$ cat config.mk
export PLATFORM = sky130hd
export DESIGN_NAME = mod_updown_counter
export DESIGN_NICKNAME = d
export VERILOG_FILES = /design/src/rtl/counter_pkg.sv /design/src/rtl/counter_next_step.sv /design/src/rtl/mod_updown_counter.sv
export SDC_FILE = /design/constraint.sdc
export NUM_CORES = 1
export LEC_CHECK = 0
export ABC_AREA = 0
export CORE_AREA = 2 2 39 41
export CTS_BUF_LIST = sky130_fd_sc_hd__clkbuf_8
export DETAILED_ROUTE_END_ITERATION = 12
export DIE_AREA = 0 0 41 43
export PLACE_DENSITY_LB_ADDON = 0.3
export SYNTH_ARGS = -nofsm -noshare
export SYNTH_HDL_FRONTEND = slang
export SYNTH_SLANG_ARGS = --single-unit
$ cat constraint.sdc
create_clock -name clk -period 1.9 [get_ports clk]
set_clock_uncertainty 0.2 [all_clocks]
set_input_delay 0.285 -clock clk [delete_from_list [all_inputs] [get_ports clk]]
set_output_delay 0.285 -clock clk [all_outputs]
set_load 0.05 [all_outputs]
$ cat src/rtl/counter_pkg.sv
// counter_pkg: direction and wrap/saturate mode constants shared by the counter files
package counter_pkg;
  localparam logic DIR_UP = 1'b1;
  localparam logic DIR_DOWN = 1'b0;
  localparam int MODE_WRAP = 0;
  localparam int MODE_SAT = 1;
endpackage

$ cat src/rtl/counter_next_step.sv
// counter_next_step: next count, range-end flag and clamped load value (in q/up/load_val, out step_q/at_end/load_q)
module counter_next_step
  import counter_pkg::*;
#(
  parameter int WIDTH = 4,
  parameter int MODULUS = 16,
  parameter int SATURATE = MODE_WRAP
) (
  input  logic [WIDTH-1:0] q,
  input  logic             up,
  input  logic [WIDTH-1:0] load_val,
  output logic [WIDTH-1:0] step_q,
  output logic             at_end,
  output logic [WIDTH-1:0] load_q
);
  localparam logic [WIDTH-1:0] MAX = WIDTH'(MODULUS - 1);
  always_comb begin
    at_end = (up == DIR_UP) ? (q == MAX) : (q == '0);
    step_q = !at_end ? ((up == DIR_UP) ? q + WIDTH'(1) : q - WIDTH'(1)) :
             (SATURATE == MODE_SAT) ? q : ((up == DIR_UP) ? '0 : MAX);
    load_q = (load_val > MAX) ? MAX : load_val;
  end
endmodule

$ cat src/rtl/mod_updown_counter.sv
// mod_updown_counter: mod-N up/down counter (in clk/rst/en/up/load/load_val, out Q/tc/ovf)
module mod_updown_counter
  import counter_pkg::*;
#(
  parameter int WIDTH = 4,
  parameter int MODULUS = 16,
  parameter int SATURATE = MODE_WRAP
) (
  input  logic             clk,
  input  logic             rst,
  input  logic             en,
  input  logic             up,
  input  logic             load,
  input  logic [WIDTH-1:0] load_val,
  output logic [WIDTH-1:0] Q,
  output logic             tc,
  output logic             ovf
);
  if (MODULUS < 2 || MODULUS > 2 ** WIDTH) begin : g_bad_modulus
    $error("mod_updown_counter: MODULUS must be in 2..2**WIDTH");
  end
  logic [WIDTH-1:0] step_q;
  logic [WIDTH-1:0] load_q;
  logic             at_end;
  counter_next_step #(.WIDTH(WIDTH), .MODULUS(MODULUS), .SATURATE(SATURATE)) u_step (
    .q(Q),
    .up(up),
    .load_val(load_val),
    .step_q(step_q),
    .at_end(at_end),
    .load_q(load_q)
  );
  assign tc = en & at_end;
  always_ff @(posedge clk) begin
    if (rst) begin
      Q <= '0;
      ovf <= 1'b0;
    end else if (load) begin
      Q <= load_q;
      ovf <= 1'b0;
    end else if (en) begin
      Q <= step_q;
      ovf <= at_end;
    end else begin
      ovf <= 1'b0;
    end
  end
endmodule
==> results.tsv, run 1 <==
stage	metric	value	unit
global_route	vias in the first global route	337	
worst_setup_path	crit path DAT	1.50	ns
layout	Antenna Cells	0	
global_route	initial antenna violation count	0	
floorplan	die height	43	um
synth	largest area contributor in the netlist	dfxtp_1	
worst_hold_path	WHS Path Cells	4	
routing	Remaining DRCs	0	
clock_network	Worst-path clk slew	0.04	ns
routing	initial drt markers	4	
worst_setup_path	crit start category	flip-flop	
global_route	overall routing resource usage	12.32	%
flow_run	max-cap check violation count	0	
worst_setup_path	CP endpoint kind	output port	
timing	fmax	503.6	MHz
status	status	finished, violations left	
synth	#FFs+latches synth	5	
timing	Final period util	104.5	%
place	PortBufs	14	
timing	PnR worst setup slack	-0.08556	ns
routing	vias per cell	4.537	
routing	Post-DRT Antenna Nets	0	
clock_network	Num CTS Buffers	3	
floorplan	die area	0.001763	mm2
worst_setup_path	Crit Path Max Fanout	2	
floorplan	chip width	41	um
timing	final setup vio count	1	
clock_network	CTS sink count	5	
routing	drt pass-1 iters	4	
timing	unrepaired setup endpoints after global routing	yes	
worst_hold_path	Hold EP	Q[3]	
worst_setup_path	Worst EP required	1.41	ns
timing	fin crit period	1.986	ns
worst_hold_path	worst min-delay path class	input pin to flip-flop	
timing	Slew @ Worst Pin	0.2000	ns
global_route	maximum number of pins on one net before global-route repair	8	
floorplan	Core Area	0.001384	mm2
timing	Max Slew Vio Count	0	
layout	layout cells sized above 1	37.88	%
synth	Post-Syn Nets	55	
synth	mapped cell area	354.1	um2
layout	fin area	619.3	um2
worst_hold_path	min-delay src	up	
worst_setup_path	R2R Path Start	Q[1]	
clock_network	TritonCTS clock tree	done	
layout	leading cell types in the layout, fill and taps excluded	buf_4 (11), clkdlybuf4s50_1 (7), nor2_1 (6)	
timing	Slew headroom	86.63	%
synth	Synth top area share	28.27	%
synth	top cells by area, synth	dfxtp_1 (28%), ha_1 (7.1%), nor2_1 (6.4%), a21oi_1 (5.7%), fa_1 (5.7%)	
place	final RePlAce weighted congestion	0.6702	
timing	Final Hold Violating Endpoints	0	
place	Final HPWL DP	662.2	um
floorplan	# IOs	15	
clock_network	htree depth	1	
routing	Routed WL per cell	10.80	um
worst_setup_path	CP Class	flip-flop to output port	
routing	total number of vias	372	
worst_setup_path	reg2reg end	Q[1]	
synth	sequential share of the synthesized area	28.27	%
place	Placed Area	548.0	um2
routing	final WL	886	um
power	P_leak	0.2916	nW
synth	Mean Syn Cell Area	8.235	um2
global_route	total gr overflow	0	
power	Max VDD drop	0.2243	mV
synth	Syn Inst Count	43	
layout	most common cell after layout, fill and taps aside	buf_4	
clock_network	Clk Tree Root Cell	clkbuf_8	
clock_network	Max clock buf depth	2	
floorplan	Initial Util	25.59	%
synth	Yosys cell types	22	
worst_setup_path	Worst Reg-to-Reg Cells	6	
power	total power draw	0.4937	mW
layout	fin nets	79	
worst_setup_path	R2R Setup Slk	0.20	ns
synth	Synth warnings	0	
global_route	first-pass GRT wire length	1.407	mm
status	failing checks	negative setup slack	
place	Placed Cells	75	
layout	Syn-to-layout area delta	74.91	%
clock_network	Skew-Pair Late Insertion Delay	0.22	ns
floorplan	row cnt	14	
power	pwr/cell area	797.1	mW/mm2
layout	Cell Count, Final, Fillers Out	82	
## cells by family after synthesis
| logic type | Yosys count | share of synthesized area (%) |
|---|---|---|
| flops | 5 | 28.27 |
| simple gates | 19 | 29.68 |
| compound gates | 9 | 16.26 |
| buf+inv | 3 | 3.180 |
| fa+ha+maj | 3 | 12.72 |
| xor+xnor | 4 | 9.896 |
## worst max path at each step
stage / depth (start not counted) / end / start
floorplan: 4 / tc / Q[3]
detailed placement: 6 / tc / up
global route: 5 / tc / Q[1]
global placement: 6 / tc / up
finish: 5 / tc / Q[1]
CTS: 5 / tc / Q[1]
## where the power goes
part	switching, mW	total, mW	internal (mW)
clock	0.0536	0.192	0.139
combinational	0.0893	0.169	0.0795
sequential	0.0145	0.133	0.118
total	0.157	0.494	0.336
## layout make-up
type	count	area, um2
fillers	141	764.5
clock buffers	3	41.29
inverters	2	7.507
well taps	16	20.02
flip-flops and latches	5	110.1
clock inverters	1	3.754
multi-input cells	35	252.7
repair buffers	20	183.9
## flip-flops by register name, indices dropped and copies added, names as in the netlist
name / flops
ovf: 1
Q: 4
## worst max-delay path, cell delays in order (launching register included)
cell and delay [ns]:
dfxtp_4 0.33, or4_4 0.52, nor2_4 0.10, nor2b_2 0.06
nor2b_4 0.12, buf_12 0.14
## what timing repair did
action	in CTS	in global routing
setup buffers	2	1
gates resized for setup	4	0
pin swaps	2	1
hold buffers	0	0
setup endpoints to repair	1	1
cloned	0	0
## cells in the mapped netlist
library cell,instances
a211oi_1,2
clkbuf_1,1
xnor2_1,2
nor2b_1,2
nor3_1,2
nand2_1,2
nor2_1,6
or4_4,1
nand2b_1,2
ha_1,2
dfxtp_1,5
inv_1,2
xor2_1,2
and3_1,1
a211o_1,1
fa_1,1
a21oi_1,4
nand3_1,1
nor2_2,1
nor2_4,1
o22ai_1,1
a21o_1,1
## layer usage
metal	up-vias	GRT usage, %	wire length, um
li1	195	-	-
met1	162	14.06	390
met2	13	18.13	416
met3	2	3.141	64
met4	0	10.00	14
met5	-	0	0
## per-stage QoR
stage	util [%]	TNS, ns	hold WS [ns]	worst slack [ns]
floorplan	-	0	0.1480	0.01542
global placement	39.60	-0.9997	0.4861	-0.3844
CTS	44.21	-0.1199	0.4165	-0.1199
detailed placement	39.60	-0.9322	0.4892	-0.3752
global route	44.76	-0.1308	0.4759	-0.1308
finish	44.76	-0.08556	0.4163	-0.08556
Note: power is estimated with default switching activity, not from simulation.
==> run 2: changes to the inputs <==
GPL_TIMING_DRIVEN = 0   (was unset)
SKIP_CTS_REPAIR_TIMING = 1   (was unset)
==> run 2 against run 1 <==
The run still ends with negative setup slack left. Register-to-register slack improved by 0.17 ns. Die area unchanged. Worst hold slack got worse by 0.12 ns. First-iteration DRC count is 25% lower. Total power fell by 2.2%. Clock-buffer cell count stayed put. Non-clock buffer count shrank 6. Global-route usage fell by 0.88 points. Critical path type unchanged. Largest power group unchanged.
==> results.tsv, run 2 (synthesis results as in run 1) <==
stage	metric	value	unit	change
clock_network	Worst-path clk slew	0.04	ns	about the same
place	dpl ws	-1.013	ns	was -0.3752 ns
place	final RePlAce weighted congestion	0.6714		was 0.6702
layout	Antenna Cells	0		unchanged
global_route	vias in the first global route	295		was 337
worst_setup_path	CP endpoint kind	output port		unchanged
floorplan	Core Area	0.001384	mm2	unchanged
layout	leading cell types in the layout, fill and taps excluded	clkdlybuf4s50_1 (8), nor2_1 (6), a21oi_1 (4), dlymetal6s2s_1 (4)		was buf_4 (11), clkdlybuf4s50_1 (7), nor2_1 (6)
clock_network	CTS sink count	5		unchanged
power	Combinational Power Share	31.8	%	was 34.2%
power	Sw Pwr	0.1560	mW	was 0.1574 mW
timing	final setup vio count	1		unchanged
power	Clock power frac	40.6	%	was 38.9%
layout	max reg flops	4		unchanged
power	switching share of power	32.32	%	was 31.89%
worst_hold_path	worst min-delay path class	input pin to flip-flop		unchanged
clock_network	htree depth	1		unchanged
power	Max VDD drop	0.1862	mV	was 0.2243 mV
worst_setup_path	Crit Path Max Fanout	5		was 2
global_route	maximum number of pins on one net before global-route repair	10		was 8
global_route	total gr overflow	0		unchanged
power	total power draw	0.4826	mW	was 0.4937 mW
layout	Cell Count, Final, Fillers Out	76		was 82
clock_network	Clk Tree Root Cell	clkbuf_8		unchanged
routing	initial drt markers	3		was 4
layout	fin nets	73		was 79
routing	total number of vias	337		was 372
layout	Biggest register	Q		unchanged
power	pwr/cell area	825.9	mW/mm2	was 797.1 mW/mm2
floorplan	die area	0.001763	mm2	unchanged
worst_setup_path	CP Class	flip-flop to output port		unchanged
global_route	first-pass GRT wire length	1.311	mm	was 1.407 mm
timing	Slew headroom	66.56	%	was 86.63%
place	Final HPWL DP	624.4	um	was 662.2 um
routing	Post-DRT Antenna Nets	0		unchanged
worst_setup_path	crit path DAT	1.53	ns	was 1.50 ns
layout	Register Area	110.1	um2	unchanged
layout	multi-input gate area in the final layout	252.7	um2	unchanged
power	Sequential Power Share	27.6	%	was 26.9%
global_route	initial antenna violation count	0		unchanged
floorplan	chip width	41	um	unchanged
power	internal power	0.3266	mW	was 0.3362 mW
timing	Final Hold Violating Endpoints	0		unchanged
flow_run	max-cap check violation count	0		unchanged
routing	drt pass-1 iters	2		was 4
routing	vias per cell	4.434		was 4.537
timing	Max Slew Vio Count	0		unchanged
place	Placed Cells	72		was 75
worst_setup_path	crit start category	flip-flop		unchanged
layout	layout cells sized above 1	21.67	%	was 37.88%
layout	top flop regs	Q x4, ovf x1		unchanged
routing	Remaining DRCs	0		unchanged
routing	final WL	802	um	was 886 um
timing	PnR worst setup slack	-0.1175	ns	was -0.08556 ns
timing	Slew @ Worst Pin	0.5008	ns	was 0.2000 ns
place	PortBufs	13		was 14
floorplan	Initial Util	25.59	%	unchanged
floorplan	die height	43	um	unchanged
routing	Routed WL per cell	10.55	um	was 10.80 um
timing	fmax	495.7	MHz	was 503.6 MHz
clock_network	Max clock buf depth	2		unchanged
timing	fin crit period	2.017	ns	was 1.986 ns
clock_network	Skew-Pair Late Insertion Delay	0.22	ns	about the same
layout	FILL cells	141		unchanged
worst_setup_path	Worst EP required	1.41	ns	about the same
status	status	finished, violations left		unchanged
floorplan	row cnt	14		unchanged
timing	setup_tns	-0.1175	ns	was -0.08556 ns
power	P_leak	0.3025	nW	was 0.2916 nW
timing	Final period util	106.2	%	was 104.5%
clock_network	TritonCTS clock tree	done		unchanged
layout	Syn-to-layout area delta	65.02	%	was 74.91%
layout	most common cell after layout, fill and taps aside	clkdlybuf4s50_1		was buf_4
timing	unrepaired setup endpoints after global routing	yes		unchanged
global_route	overall routing resource usage	11.45	%	was 12.32%
status	failing checks	negative setup slack		unchanged
clock_network	Num CTS Buffers	3		unchanged
floorplan	# IOs	15		unchanged
[run 2: metal layers]
layer  part of all wire (%)  vias up  GRT usage, %
met5                      0        -             0
met3                    8.0        2         3.141
met2                     45       13         14.06
met1                     46      140         15.43
met4                   0.87        0         10.00
li1                       -      182             -
[run 2: worst max-delay path, cell delays in order, from the launching register on]
cell	delay [ns]
dfxtp_4	0.35
or4_4	0.52
nor2_4	0.11
nor2b_2	0.06
nor2b_4	0.11
buf_8	0.15
[run 2: cell type report]
class	instances	share of cell area (%)
clock buffers	3	7.066
clock inverters	1	0.6424
flip-flops and latches	5	18.84
inverters	2	1.285
multi-input cells	35	43.25
plain buffers	1	0.6424
repair buffers	13	24.84
well taps	16	3.426
[run 2: worst paths after layout]
check,start,slack (ns),cells past startpoint,to
setup / recovery,Q[3],-0.12,5,tc
hold / removal,load,0.29,3,Q[0]
setup reg to reg,Q[0],0.37,4,Q[2]
hold reg to reg,Q[2],0.47,3,Q[3]
[run 2: per-stage QoR]
stage | util [%] | instance area (um2) | hold slack (ns)
4_1_cts | 40.96 | 566.8 | 0.2896
6_report | 42.22 | 584.3 | 0.2931
5_1_grt | 42.22 | 584.3 | 0.3559
3_3_place_gp | 37.70 | 521.8 | 0.4663
2_1_floorplan | - | 371.6 | 0.1480
3_5_place_dp | 37.70 | 521.8 | 0.4664
[run 2: power by group through the flow]
| stage | clock network [mW] | logic (mW) | registers [mW] |
|---|---|---|---|
| after global placement | 0 | 0.151 | 0.136 |
| after detailed placement | 0 | 0.153 | 0.135 |
| final | 0.196 | 0.154 | 0.133 |
| after global routing | 0.209 | 0.168 | 0.136 |
| after floorplan | 0 | 0.0699 | 0.167 |
| after CTS | 0.200 | 0.153 | 0.134 |
